$ cat src/rtl/pong_pkg.sv
`default_nettype none
// ============================================================================
// Module   : pong_pkg
// Brief    : VGA 640x480@60 timing constants, game geometry, shared types and
//            small helpers for the Pong demo.
// Revision : 1.0 - initial release
// ============================================================================
package pong_pkg;

    localparam logic [9:0] H_VIS        = 10'd640;
    localparam logic [9:0] H_FP         = 10'd16;
    localparam logic [9:0] H_SYNC       = 10'd96;
    localparam logic [9:0] H_BP         = 10'd48;
    localparam logic [9:0] H_TOTAL      = H_VIS + H_FP + H_SYNC + H_BP;
    localparam logic [9:0] H_SYNC_START = H_VIS + H_FP;
    localparam logic [9:0] H_SYNC_END   = H_SYNC_START + H_SYNC;

    localparam logic [9:0] V_VIS        = 10'd480;
    localparam logic [9:0] V_FP         = 10'd10;
    localparam logic [9:0] V_SYNC       = 10'd2;
    localparam logic [9:0] V_BP         = 10'd33;
    localparam logic [9:0] V_TOTAL      = V_VIS + V_FP + V_SYNC + V_BP;
    localparam logic [9:0] V_SYNC_START = V_VIS + V_FP;
    localparam logic [9:0] V_SYNC_END   = V_SYNC_START + V_SYNC;

    typedef logic signed [10:0] coord_t;
    typedef struct packed {
        coord_t x;
        coord_t y;
    } pos_t;
    typedef logic [3:0] score_t;

    localparam coord_t PAD_W         = 11'sd8;
    localparam coord_t PAD_H         = 11'sd64;
    localparam coord_t PAD_HALF      = 11'sd32;
    localparam coord_t PAD_L_X       = 11'sd16;
    localparam coord_t PAD_R_X       = 11'sd616;
    localparam coord_t PAD_Y_MAX     = 11'sd416;
    localparam coord_t PAD_Y_RST     = 11'sd208;
    localparam coord_t BALL_SZ       = 11'sd8;
    localparam coord_t BALL_HALF     = 11'sd4;
    localparam coord_t BALL_X_RST    = 11'sd316;
    localparam coord_t BALL_Y_RST    = 11'sd236;
    localparam coord_t BALL_Y_MAX    = 11'sd472;
    localparam coord_t BALL_X_L_HIT  = 11'sd24;
    localparam coord_t BALL_X_R_HIT  = 11'sd608;
    localparam coord_t BALL_X_R_MISS = 11'sd632;
    localparam coord_t AI_DEADBAND   = 11'sd4;

    function automatic score_t score_inc(input score_t s);
        return (s == 4'd9) ? 4'd0 : s + 4'd1;
    endfunction

    function automatic logic y_overlap(input coord_t ball_y, input coord_t pad_y);
        return (ball_y < pad_y + PAD_H) && (ball_y + BALL_SZ > pad_y);
    endfunction

    function automatic logic in_rect(input coord_t px, input coord_t py,
                                     input coord_t rx, input coord_t ry,
                                     input coord_t w,  input coord_t h);
        return (px >= rx) && (px < rx + w) && (py >= ry) && (py < ry + h);
    endfunction

    // Pressing both directions cancels; result is clamped to the playfield.
    function automatic coord_t pad_next(input coord_t y, input logic up,
                                        input logic dn, input coord_t step);
        coord_t t;
        t = y;
        if (up && !dn) begin
            t = y - step;
            if (t[10]) t = '0;
        end else if (dn && !up) begin
            t = y + step;
            if (t > PAD_Y_MAX) t = PAD_Y_MAX;
        end
        return t;
    endfunction

endpackage
`default_nettype wire

$ cat src/rtl/pong_vga_timing.sv
`default_nettype none
// ============================================================================
// Module   : pong_vga_timing
// Brief    : Pixel-tick divider, 800x525 raster counters, registered active-low
//            syncs and visible-area flag.
// Revision : 1.0 - initial release
// ============================================================================
module pong_vga_timing
    import pong_pkg::*;
#(
    parameter int CLK_DIV = 4
) (
    input  logic       clk_i,
    input  logic       rst_i,
    output logic       o_tick,
    output logic [9:0] o_x,
    output logic [9:0] o_y,
    output logic       o_visible,
    output logic       o_hs,
    output logic       o_vs
);

    localparam int               DIV_W    = (CLK_DIV > 1) ? $clog2(CLK_DIV) : 1;
    localparam logic [DIV_W-1:0] DIV_LAST = DIV_W'(CLK_DIV - 1);

    logic [DIV_W-1:0] r_div;
    logic [9:0]       r_h;
    logic [9:0]       r_v;
    logic             r_hs;
    logic             r_vs;
    logic             w_tick;

    assign w_tick = (r_div == DIV_LAST);

    always_ff @(posedge clk_i) begin
        if (rst_i) begin
            r_div <= '0;
            r_h   <= '0;
            r_v   <= '0;
            r_hs  <= 1'b1;
            r_vs  <= 1'b1;
        end else begin
            r_div <= w_tick ? '0 : r_div + 1'b1;
            if (w_tick) begin
                if (r_h == H_TOTAL - 10'd1) begin
                    r_h <= '0;
                    r_v <= (r_v == V_TOTAL - 10'd1) ? 10'd0 : r_v + 10'd1;
                end else begin
                    r_h <= r_h + 10'd1;
                end
            end
            // Syncs follow the counters by one system clock.
            r_hs <= !((r_h >= H_SYNC_START) && (r_h < H_SYNC_END));
            r_vs <= !((r_v >= V_SYNC_START) && (r_v < V_SYNC_END));
        end
    end

    assign o_tick    = w_tick;
    assign o_x       = r_h;
    assign o_y       = r_v;
    assign o_visible = (r_h < H_VIS) && (r_v < V_VIS);
    assign o_hs      = r_hs;
    assign o_vs      = r_vs;

endmodule
`default_nettype wire

$ cat src/rtl/pong_game_top.sv
`default_nettype none
// ============================================================================
// Module   : pong_game_top
// Brief    : Pong demo top: VGA timing, per-frame paddle/ball/score update and
//            white-on-black renderer. Define PONG_AI_EN for a CPU right paddle.
// Revision : 1.0 - initial release
// ============================================================================
module pong_game_top
    import pong_pkg::*;
#(
    parameter int CLK_DIV    = 4,
    parameter int PAD_SPEED  = 4,
    parameter int BALL_SPEED = 2
) (
    input  logic       clk_i,
    input  logic       rst_i,
    input  logic       btn_l_up_i,
    input  logic       btn_l_dn_i,
    input  logic       btn_r_up_i,
    input  logic       btn_r_dn_i,
    output logic       vga_hs_o,
    output logic       vga_vs_o,
    output logic [3:0] vga_r_o,
    output logic [3:0] vga_g_o,
    output logic [3:0] vga_b_o,
    output score_t     score_l_o,
    output score_t     score_r_o
);

    localparam coord_t c_pad_step  = coord_t'(PAD_SPEED);
    localparam coord_t c_ball_step = coord_t'(BALL_SPEED);

    logic       w_tick, w_visible;
    logic [9:0] w_x, w_y;

    pong_vga_timing #(.CLK_DIV(CLK_DIV)) u_vga (
        .clk_i     (clk_i),
        .rst_i     (rst_i),
        .o_tick    (w_tick),
        .o_x       (w_x),
        .o_y       (w_y),
        .o_visible (w_visible),
        .o_hs      (vga_hs_o),
        .o_vs      (vga_vs_o)
    );

    pos_t   r_ball;
    logic   r_dx_neg, r_dy_neg;
    coord_t r_pad_l_y, r_pad_r_y;
    score_t r_score_l, r_score_r;
    logic [3:0] r_rgb;

    // Current-state views read by the game logic and renderer.
    pos_t   w_ball;
    logic   w_dx_neg, w_dy_neg;
    coord_t w_pad_l_y, w_pad_r_y;
    assign w_ball    = r_ball;
    assign w_dx_neg  = r_dx_neg;
    assign w_dy_neg  = r_dy_neg;
    assign w_pad_l_y = r_pad_l_y;
    assign w_pad_r_y = r_pad_r_y;

    logic w_frame_upd;
    assign w_frame_upd = w_tick && (w_x == 10'd0) && (w_y == V_VIS);

    logic w_r_up, w_r_dn;
`ifdef PONG_AI_EN
    coord_t w_ai_pad_c, w_ai_ball_c;
    logic   w_unused_btn_r;
    assign w_ai_pad_c     = w_pad_r_y + PAD_HALF;
    assign w_ai_ball_c    = w_ball.y + BALL_HALF;
    assign w_r_up         = w_ai_pad_c > w_ai_ball_c + AI_DEADBAND;
    assign w_r_dn         = w_ai_pad_c + AI_DEADBAND < w_ai_ball_c;
    assign w_unused_btn_r = btn_r_up_i ^ btn_r_dn_i;
`else
    assign w_r_up = btn_r_up_i;
    assign w_r_dn = btn_r_dn_i;
`endif

    pos_t   w_ball_nxt;
    logic   w_dx_nxt, w_dy_nxt;
    score_t w_score_l_nxt, w_score_r_nxt;

    always_comb begin
        w_ball_nxt.x  = w_ball.x + (w_dx_neg ? -c_ball_step : c_ball_step);
        w_ball_nxt.y  = w_ball.y + (w_dy_neg ? -c_ball_step : c_ball_step);
        w_dx_nxt      = w_dx_neg;
        w_dy_nxt      = w_dy_neg;
        w_score_l_nxt = r_score_l;
        w_score_r_nxt = r_score_r;

        if (w_ball_nxt.y <= 11'sd0) begin
            w_ball_nxt.y = '0;
            w_dy_nxt     = 1'b0;
        end else if (w_ball_nxt.y >= BALL_Y_MAX) begin
            w_ball_nxt.y = BALL_Y_MAX;
            w_dy_nxt     = 1'b1;
        end

        // A paddle return wins over a miss evaluated in the same frame.
        if (w_dx_neg && (w_ball_nxt.x <= BALL_X_L_HIT) && y_overlap(w_ball_nxt.y, w_pad_l_y)) begin
            w_ball_nxt.x = BALL_X_L_HIT;
            w_dx_nxt     = 1'b0;
        end else if (!w_dx_neg && (w_ball_nxt.x >= BALL_X_R_HIT) && y_overlap(w_ball_nxt.y, w_pad_r_y)) begin
            w_ball_nxt.x = BALL_X_R_HIT;
            w_dx_nxt     = 1'b1;
        end else if (w_ball_nxt.x <= 11'sd0) begin
            w_score_r_nxt = score_inc(r_score_r);
            w_ball_nxt.x  = BALL_X_RST;
            w_ball_nxt.y  = BALL_Y_RST;
            w_dx_nxt      = 1'b1;
        end else if (w_ball_nxt.x >= BALL_X_R_MISS) begin
            w_score_l_nxt = score_inc(r_score_l);
            w_ball_nxt.x  = BALL_X_RST;
            w_ball_nxt.y  = BALL_Y_RST;
            w_dx_nxt      = 1'b0;
        end
    end

    coord_t w_px, w_py;
    logic   w_on_obj;
    assign w_px     = coord_t'({1'b0, w_x});
    assign w_py     = coord_t'({1'b0, w_y});
    assign w_on_obj = in_rect(w_px, w_py, PAD_L_X, w_pad_l_y, PAD_W, PAD_H)
                   || in_rect(w_px, w_py, PAD_R_X, w_pad_r_y, PAD_W, PAD_H)
                   || in_rect(w_px, w_py, w_ball.x, w_ball.y, BALL_SZ, BALL_SZ);

    always_ff @(posedge clk_i) begin
        if (rst_i) begin
            r_ball.x  <= BALL_X_RST;
            r_ball.y  <= BALL_Y_RST;
            r_dx_neg  <= 1'b0;
            r_dy_neg  <= 1'b0;
            r_pad_l_y <= PAD_Y_RST;
            r_pad_r_y <= PAD_Y_RST;
            r_score_l <= '0;
            r_score_r <= '0;
            r_rgb     <= '0;
        end else begin
            if (w_frame_upd) begin
                r_ball    <= w_ball_nxt;
                r_dx_neg  <= w_dx_nxt;
                r_dy_neg  <= w_dy_nxt;
                r_pad_l_y <= pad_next(w_pad_l_y, btn_l_up_i, btn_l_dn_i, c_pad_step);
                r_pad_r_y <= pad_next(w_pad_r_y, w_r_up, w_r_dn, c_pad_step);
                r_score_l <= w_score_l_nxt;
                r_score_r <= w_score_r_nxt;
            end
            r_rgb <= (w_visible && w_on_obj) ? 4'hF : 4'h0;
        end
    end

    assign vga_r_o   = r_rgb;
    assign vga_g_o   = r_rgb;
    assign vga_b_o   = r_rgb;
    assign score_l_o = r_score_l;
    assign score_r_o = r_score_r;

endmodule
`default_nettype wire

$ cat config.mk
export PLATFORM = sky130hd
export DESIGN_NAME = pong_game_top
export DESIGN_NICKNAME = d
export VERILOG_FILES = /design/src/rtl/pong_pkg.sv /design/src/rtl/pong_vga_timing.sv /design/src/rtl/pong_game_top.sv
export SDC_FILE = /design/constraint.sdc
export NUM_CORES = 1
export LEC_CHECK = 0
export ABC_AREA = 1
export ABC_CLOCK_PERIOD_IN_PS = 8800
export CAP_MARGIN = 20
export CORE_MARGIN = 2
export CORE_UTILIZATION = 47
export CTS_BUF_LIST = sky130_fd_sc_hd__clkbuf_2 sky130_fd_sc_hd__clkbuf_4 sky130_fd_sc_hd__clkbuf_8
export CTS_CLUSTER_DIAMETER = 100
export DETAILED_ROUTE_END_ITERATION = 10
export DONT_BUFFER_PORTS = 1
export GPL_TIMING_DRIVEN = 0
export PLACE_DENSITY_LB_ADDON = 0.08
export SLEW_MARGIN = 20
export SYNTH_ARGS = -nofsm -noshare
export SYNTH_HDL_FRONTEND = slang
export SYNTH_SLANG_ARGS = --single-unit
export TNS_END_PERCENT = 100
$ cat constraint.sdc
create_clock -name clk_i -period 8.8 [get_ports clk_i]
set_input_delay 1.32 -clock clk_i [delete_from_list [all_inputs] [get_ports clk_i]]
set_output_delay 1.32 -clock clk_i [all_outputs]
set_load 0.01 [all_outputs]
[After elaboration in Yosys (flattened, before gate mapping)]
Cells that the tools add are included.
Cells by class
  bitwise logic cells: 3
  reduce and logical (&&, ||, !) cells: 47
  add/subtract/negate cells: 16
  eq/ne operators: 6
  $lt $le $gt $ge: 30
  muxes and demuxes: 29
Operators by type and width (number)
  11-bit 2-to-1 mux: 14
  11-bit < comparator: 6
  11-bit greater-or-equal comparator: 4
  22-bit 2-to-1 mux: 2
  10-bit 2-to-1 mux: 4
  11-bit by 5-bit adder with 11-bit output (second input constant): 3
  10-bit < comparator (second input constant): 3
  1-bit logical AND: 25
  11-bit adder: 2
  11-bit by 4-bit adder with 11-bit output (second input constant): 2
  11-bit by 8-bit adder with 11-bit output (second input constant): 2
  11-bit greater-or-equal comparator (second input constant): 2
  11-bit by 10-bit > comparator with 1-bit output (second input constant): 2
  11-bit > comparator: 2
  11-bit by 1-bit less-or-equal comparator with 1-bit output (second input constant): 2
  11-bit by 4-bit subtractor with 11-bit output (second input constant): 2
  10-bit by 1-bit adder with 10-bit output (second input constant): 2
  10-bit equality test (second input constant): 2
  10-bit greater-or-equal comparator (second input constant): 2
  10-bit by 9-bit < comparator with 1-bit output (second input constant): 2
  4-bit 2-to-1 mux: 3
  11-bit by 10-bit greater-or-equal comparator with 1-bit output (second input constant): 1
  11-bit by 6-bit less-or-equal comparator with 1-bit output (second input constant): 1
  10-bit by 9-bit equality test with 1-bit output (second input constant): 1
  other kinds (18): 40
Storage, ports and cells
  input port bits: 6
  bits in registers: 82

[Logic depth before layout (Yosys ltp)]
Gate-level depths: netlist (run 1).
  depth after elaboration: 11
  gate-level depth with buffers: 34
  gate-level depth less buffers: 34

[Cells and area by module]
Synthesis (run 1) repeated with hierarchy kept, for this count alone.
Unflattened totals
  cells, all modules: 1259
  area total of the unflattened synthesis: 8348.0 um^2
Modules (own cells, without submodules)
  pong_game_top: cells each 1048, times used 1, sequential area each 1001.0 um^2, area an instance 6916.6 um^2
  pong_vga_timing: cells each 211, times used 1, sequential area each 480.5 um^2, area an instance 1431.4 um^2

[Worst setup path before layout (run 1)]
No wires, ideal clock.
  path type: register -> register
  start point: reg r_dy_neg
  end point: reg r_ball[6] in the netlist's numbering
  buffers on the path: 0
  arrival time: 4.025 ns
  clock period less this slack: 4.140 ns
  stages on the path, launching flop included: 32
  data required time: 8.685 ns
  library setup time: 0.115 ns
  slack: 4.660 ns
  cell sequence: dfxtp_1 inv_1 fa_1 inv_1 nand3_1 nand2_1 nand2_1 nand3b_1 nand2_2 nand2_2 nor2_2 nor2_2 inv_1 a21oi_1 ha_1 nand3_1 xor2_1 inv_1 ha_1 nand2_1 nor2_1 nand3_1 nand3_1 nor2_1 a211oi_1 nand3_4 nand2_4 inv_4 nand2_4 nand2_1 nand2_1 nand2_1
On the way
  word-level cells in the longest chain between the ends: 11
  elaborated cells on any way between the ends: 19
RTL lines
  start, declared: RTL line pong_game_top.sv:48  | logic r_dx_neg, r_dy_neg;
  start signal, assigned: RTL line pong_game_top.sv:143  | r_dy_neg <= w_dy_nxt;
  11-bit 2-to-1 mux *: RTL line pong_game_top.sv:86  | w_ball_nxt.y = w_ball.y + (w_dy_neg ? -c_ball_step : c_ball_step);
  11-bit adder *: RTL line pong_game_top.sv:86
  11-bit by 10-bit greater-or-equal comparator with 1-bit output: RTL line pong_game_top.sv:95  | end else if (w_ball_nxt.y >= BALL_Y_MAX) begin
  11-bit 2-to-1 mux: RTL line pong_game_top.sv:95
  11-bit 2-to-1 mux *: RTL line pong_game_top.sv:92  | if (w_ball_nxt.y <= 11'sd0) begin
  11-bit by 5-bit adder with 11-bit output: RTL line pong_pkg.sv:55  | return (ball_y < pad_y + PAD_H) && (ball_y + BALL_SZ > pad_y);
  11-bit > comparator: RTL line pong_pkg.sv:55
  1-bit logical AND: RTL line pong_pkg.sv:55
  1-bit logical AND: RTL line pong_game_top.sv:104  | end else if (!w_dx_neg && (w_ball_nxt.x >= BALL_X_R_HIT) && y_overlap(w_ball_nxt.y, w_pad_r_y)) begin
  11-bit 2-to-1 mux: RTL line pong_game_top.sv:104
  11-bit 2-to-1 mux *: RTL line pong_game_top.sv:101  | if (w_dx_neg && (w_ball_nxt.x <= BALL_X_L_HIT) && y_overlap(w_ball_nxt.y, w_pad_l_y)) begin
  end signal, assigned: RTL line pong_game_top.sv:141  | r_ball <= w_ball_nxt;
  end, declared: RTL line pong_game_top.sv:47  | pos_t r_ball;
Every way passes the cells marked *; elsewhere a longest branch is shown, timed or not.
A chain may end at the register's enable or synchronous reset.

[Worst setup path after layout (run 1)]
Ends and elaborated chain as after synthesis.

==> flow_metrics.env, run 1 <==
export IMPL_crit_path_start="r_dy_neg$_SDFFE_PP0P_"
export IMPL_cts_tree="done"
export IMPL_power_uw=670
export IMPL_multiInputGateArea_mm2=0.00574
export IMPL_dieArea_mm2=0.0181
export IMPL_status="finished, final reports clean"
export IMPL_drt_iter0_drc=554
export IMPL_n_fill_cell=1721
export IMPL_core_area_mm2=0.0166
export IMPL_p_leak_uw=0.00401
export IMPL_crit_required_ns=9.08
export IMPL_wl_met2_um=10100
export IMPL_clock_latency_ns=0.39
export IMPL_grt_pass1_wl_um=37600
export IMPL_synth_edff_count=0
export IMPL_maxSlewViolCount=0
export IMPL_drt_first_pass_iters=5
export IMPL_setup_viol_count_final=0
export IMPL_chipHeight_um=135
export IMPL_wl_met1_um=11000
export IMPL_clk_pin_slew_ns=0.09
export IMPL_dr_max_layer_used="met4"
export IMPL_gr_usage_all_layers=0.262
export IMPL_maxCapViolations=0
export IMPL_cts_sinks=74
export IMPL_async_flop_share=0
export IMPL_cp_slowest_stage_delay_ns=0.60
export IMPL_vias=7599
export IMPL_synth_area_mm2=0.00802
export IMPL_worst_setup_path_end_kind="flop"
export IMPL_final_antenna_net_count=0
export IMPL_yosysSeqAreaShare=0.185
export IMPL_diodes=0
export IMPL_cpMostUsedCell="nand2_1"
export IMPL_fin_util=0.512
export IMPL_portBuffers=0
export IMPL_cts_max_level=3
export IMPL_ys_warn_count=0
export IMPL_max_slew_worst_pin_slew_ns=0.985
export IMPL_wl_met3_um=854
export IMPL_cts_buffers=9
export IMPL_grt_pass1_vias=7296
export IMPL_max_slew_margin=0.344
export IMPL_synthFlopType="dfxtp_1"
export IMPL_min_path_type="reg -> reg"
export IMPL_final_setup_tns_ns=0
export IMPL_cts_hold_buf=0
export IMPL_crit_type="reg -> reg"
export IMPL_rsz0062_at_grt="no"
export IMPL_vdd_drop_max_mv=0.0644
export IMPL_fmax_ghz=0.198
export IMPL_grt_max_degree=16
export IMPL_synth_avg_cell_area_um2=6.77
export IMPL_fin_crit_ns=5.06
export IMPL_area_growth_pct=6.33
export IMPL_synth_distinct_cells=54
export IMPL_critPathMaxFanout=11
export IMPL_viasPerCell=5.33
export IMPL_grt_overflow_total=0
export IMPL_antenna_found_initial=0
export IMPL_seqCellArea_mm2=0.00148
export IMPL_cp_start_kind="flop"
export IMPL_r2r_start="r_dy_neg$_SDFFE_PP0P_"
export IMPL_drive_above_1_share=0.0795
export IMPL_whs_ns=0.435
export IMPL_die_width_um=135
export IMPL_row_count=47
export IMPL_ioPinCount=28
export IMPL_clockRootBuffer="clkbuf_8"
export IMPL_finalCritPeriodShare=0.574
export IMPL_drc=0
export IMPL_routabilityCongestion=0.897
export IMPL_wl_per_cell_um=15.8
export IMPL_min_from="u_vga.r_div[0]$_SDFF_PP0_"
export IMPL_cp_slowest_cell="dfxtp_1"
export IMPL_crit_arrival_ns=5.33
export IMPL_ys_ff_latch=74
export IMPL_fin_skew_ns=0.0136
export IMPL_dp_hpwl_um=18000
export IMPL_wirelength_um=22500
export IMPL_hold_viol=0
export IMPL_postCtsSetupRepairBufs=0
export IMPL_post_cts_resized=0
export IMPL_start_util=0.482
export IMPL_cts_max_path_buffers=2
export IMPL_p_per_area_mw_per_mm2=78.6
export IMPL_layout_nets=1337
export IMPL_netlist_instances=1184
## final cells by class
class                   instances  area share
inverters                     183      0.0809
flip-flops and latches         74       0.174
plain buffers                  24      0.0158
clock inverters                 7     0.00968
well taps                     220      0.0323
clock buffers                   9      0.0145
multi-input cells             910       0.673
## worst max-delay path, delay by kind of cell, from the launching register on
kind                     cells  cell delay (ns)
AND/OR/NAND/NOR             20             1.83
adder cells (fa/ha/maj)      3             1.01
AO/OA/AOI/OAI                2             0.82
flip-flops                   1             0.60
buffers and inverters        5             0.50
XOR/XNOR                     1             0.16
## Yosys cell counts (all sizes together), types with 5 or more instances
master   number  area, um2
inv         181        682
a21oi        97        523
nand3        77        423
nand4        27        169
clkbuf        9       35.0
o21bai        6       45.0
nor2        108        445
a31oi         9       56.3
buf          15        100
nor4         12       75.1
or2           7       43.8
o21ai        54        270
o21a          5       37.5
nand2       240        976
nor3         33        175
a211oi        8       60.1
dfxtp        74       1480
xnor2        13        114
o2111ai       5       43.8
ha          127       1590
xor2         43        384
## flip-flops by register name, indices dropped and copies added (netlist names), 2 cells and up
register	cells
score_l_o	4
r_ball	21
r_pad_l_y	9
r_pad_r_y	9
u_vga.r_div	2
u_vga.o_y	10
u_vga.o_x	10
score_r_o	4
## stage by stage
stage | std cells | area, um2 | setup slack [ns]
2_1_floorplan | 1191 | 8050 | 4.66
3_3_place_gp | 1411 | 8320 | 3.82
3_5_place_dp | 1411 | 8320 | 3.75
4_1_cts | 1427 | 8530 | 3.75
5_1_grt | 1427 | 8530 | 3.27
6_report | 1427 | 8530 | 3.74
## layout by cell type, fill, tap and decap left out, types with 8 or more instances in the layout
master / netlist / final
nand2_2: 15 / 15
nand4_1: 27 / 27
dfxtp_1: 74 / 74
nor2_1: 96 / 96
clkbuf_1: 8 / 8
a21oi_1: 87 / 87
nand3_1: 71 / 71
nand2_1: 220 / 220
o21ai_0: 49 / 49
buf_4: 11 / 11
xor2_1: 42 / 42
ha_1: 127 / 127
a31oi_1: 9 / 9
inv_1: 173 / 173
conb_1: 1 / 8
nor2_2: 10 / 10
nor4_1: 12 / 12
a211oi_1: 8 / 8
nor3_1: 31 / 31
clkbuf_8: 0 / 9
a21oi_2: 10 / 10
xnor2_1: 13 / 13
## report_power, final
group | switching [uW] | total (uW) | internal (uW)
combinational | 24.2 | 34.2 | 9.96
clock | 162 | 298 | 136
sequential | 0.964 | 337 | 336
total | 188 | 670 | 482
## routing by layer
layer	vias up	track usage
li1	3996	-
met1	3430	0.361
met2	138	0.428
met3	35	0.0293
met4	0	0.0871
met5	-	0
## kinds of logic (layout without fill, tap and decap cells)
family | count (synthesis) | count (layout) | synth area share
AOI/OAI and AO/OA | 203 | 203 | 0.149
adders and majority gates | 129 | 129 | 0.203
DFF | 74 | 74 | 0.185
xor gates and xnor gates | 56 | 56 | 0.0621
buffers and inverters | 207 | 223 | 0.103
and+or+nand+nor | 514 | 514 | 0.297
other | 1 | 8 | 0.000468
## worst paths after layout
| check | to | slack (ns) | depth (start not counted) |
|---|---|---|---|
| max | r_ball[6]$_SDFFE_PP1P_ | 3.74 | 31 |
| max reg2reg | r_ball[6]$_SDFFE_PP1P_ | 3.74 | 31 |
| min reg2reg | u_vga.r_div[0]$_SDFF_PP0_ | 0.43 | 1 |
| min | u_vga.r_div[0]$_SDFF_PP0_ | 0.43 | 1 |
Note: power is estimated with default switching activity, not from simulation.
==> run 2: changes to the inputs <==
--- a/config.mk
+++ b/config.mk
@@ -6,7 +6,7 @@
 export NUM_CORES = 1
 export LEC_CHECK = 0
 export ABC_AREA = 1
-export ABC_CLOCK_PERIOD_IN_PS = 8800
+export ABC_CLOCK_PERIOD_IN_PS = 5200
 export CAP_MARGIN = 20
 export CORE_MARGIN = 2
 export CORE_UTILIZATION = 47
==> constraint.sdc (replaced) <==
create_clock -name clk_i -period 5.2 [get_ports clk_i]
set_input_delay 0.78 -clock clk_i [delete_from_list [all_inputs] [get_ports clk_i]]
set_output_delay 0.78 -clock clk_i [all_outputs]
set_load 0.01 [all_outputs]
==> flow_metrics.env, run 2 (synthesized netlist as in run 1, its figures left out) <==
export IMPL_drc=0
export IMPL_grt_max_degree=16
export IMPL_cts_buffers=9
export IMPL_final_common_cell="nand2_1"
export IMPL_worst_setup_path_end_kind="flop"
export IMPL_antenna_found_initial=0
export IMPL_layout_nets=1337
export IMPL_postCtsSetupRepairBufs=0
export IMPL_routabilityCongestion=0.897
export IMPL_portBuffers=0
export IMPL_cts_sinks=74
export IMPL_gr_usage_all_layers=0.262
export IMPL_cts_tree="done"
export IMPL_wirelength_um=22500
export IMPL_p_per_area_mw_per_mm2=133
export IMPL_maxCapViolations=0
export IMPL_clk_pin_slew_ns=0.09
export IMPL_max_slew_worst_pin_slew_ns=0.986
export IMPL_fin_skew_ns=0.0133
export IMPL_fmax_ghz=0.216
export IMPL_dieArea_mm2=0.0181
export IMPL_cts_max_path_buffers=2
export IMPL_cpMostUsedCell="nand2_1"
export IMPL_crit_required_ns=5.47
export IMPL_cp_slowest_stage_delay_ns=0.46
export IMPL_instances_no_fill=1427
export IMPL_p_leak_uw=0.00402
export IMPL_start_util=0.482
export IMPL_row_count=47
export IMPL_vias=7625
export IMPL_grt_overflow_total=0
export IMPL_max_slew_margin=0.343
export IMPL_cp_slowest_cell="fa_1"
export IMPL_diodes=0
export IMPL_post_cts_resized=0
export IMPL_finalCritPeriodShare=0.890
export IMPL_hold_viol=0
export IMPL_dp_hpwl_um=18000
export IMPL_drt_first_pass_iters=5
export IMPL_final_antenna_net_count=0
export IMPL_min_path_type="reg -> reg"
export IMPL_rsz0062_at_grt="no"
export IMPL_status="finished, final reports clean"
export IMPL_grt_pass1_wl_um=37600
export IMPL_core_area_mm2=0.0166
export IMPL_cts_max_level=3
export IMPL_final_setup_tns_ns=0
export IMPL_ioPinCount=28
export IMPL_crit_family="simple AND/OR/NAND/NOR gates"
export IMPL_cp_start_kind="flop"
export IMPL_rrSetupSlack_ns=0.57
export IMPL_place_inst=1411
export IMPL_grt_pass1_vias=7296
export IMPL_drt_iter0_drc=549
export IMPL_largest_register="r_ball"
export IMPL_die_width_um=135
export IMPL_crit_arrival_ns=4.90
export IMPL_fin_crit_ns=4.63
export IMPL_clock_latency_ns=0.39
export IMPL_maxSlewViolCount=0
export IMPL_cts_hold_buf=0
export IMPL_clockRootBuffer="clkbuf_8"
export IMPL_critical_path_buf_inv_count=7
export IMPL_setup_viol_count_final=0
export IMPL_drive_above_1_share=0.0837
export IMPL_mostFrequentLayoutCells="nand2_1, inv_1, ha_1"
export IMPL_wl_per_cell_um=15.8
export IMPL_chipHeight_um=135
export IMPL_vdd_drop_max_mv=0.109
export IMPL_viasPerCell=5.34
export IMPL_largest_register_ffs=21
export IMPL_critPathMaxFanout=7
export IMPL_area_growth_pct=6.54
export IMPL_crit_type="reg -> reg"
[run 2: per-layer routing]
metal | routed length [um] | vias up | share of wire | global-route usage
li1 | - | 3995 | - | -
met1 | 11100 | 3455 | 0.49 | 0.361
met2 | 10100 | 138 | 0.45 | 0.428
met3 | 831 | 37 | 0.037 | 0.0293
met4 | 562 | 0 | 0.025 | 0.0871
met5 | 0 | - | 0 | 0
[run 2: worst paths after layout]
path | start | to | cells after the start
setup / recovery | r_ball[1]$_SDFFE_PP0P_ | r_ball[6]$_SDFFE_PP1P_ | 34
hold / removal | u_vga.r_div[0]$_SDFF_PP0_ | u_vga.r_div[0]$_SDFF_PP0_ | 1
setup reg to reg | r_ball[1]$_SDFFE_PP0P_ | r_ball[6]$_SDFFE_PP1P_ | 34
hold reg to reg | u_vga.r_div[0]$_SDFF_PP0_ | u_vga.r_div[0]$_SDFF_PP0_ | 1
[run 2: final cells by class]
| type | instances | area, um2 |
|---|---|---|
| Fill cell | 1723 | 8100 |
| Multi-Input combinational cell | 910 | 5750 |
| Sequential cell | 74 | 1480 |
| Inverter | 183 | 689 |
| Tap cell | 220 | 275 |
| Buffer | 24 | 135 |
| Clock buffer | 9 | 124 |
| Clock inverter | 7 | 82.6 |
[run 2: power by group]
part / internal [uW] / switching [uW] / leakage [uW] / total [uW]
clock: 230 / 274 / 0.0000988 / 504
sequential: 569 / 1.65 / 0.000598 / 571
combinational: 16.9 / 41.2 / 0.00332 / 58.1
total: 816 / 317 / 0.00402 / 1130
[run 2: metrics by stage]
| stage | setup WS [ns] | power [uW] | cell area, um2 | utilization | hold slack, ns |
|---|---|---|---|---|---|
| 3_5_place_dp | 0.152 | 640 | 8320 | 0.500 | 0.421 |
| 3_3_place_gp | 0.222 | 640 | 8320 | 0.500 | 0.415 |
| 4_1_cts | 0.154 | 1140 | 8530 | 0.512 | 0.438 |
| 5_1_grt | 0.115 | 1170 | 8540 | 0.513 | 0.459 |
| 6_report | 0.570 | 1130 | 8540 | 0.513 | 0.436 |
| 2_1_floorplan | 1.06 | 623 | 8050 | - | 0.404 |
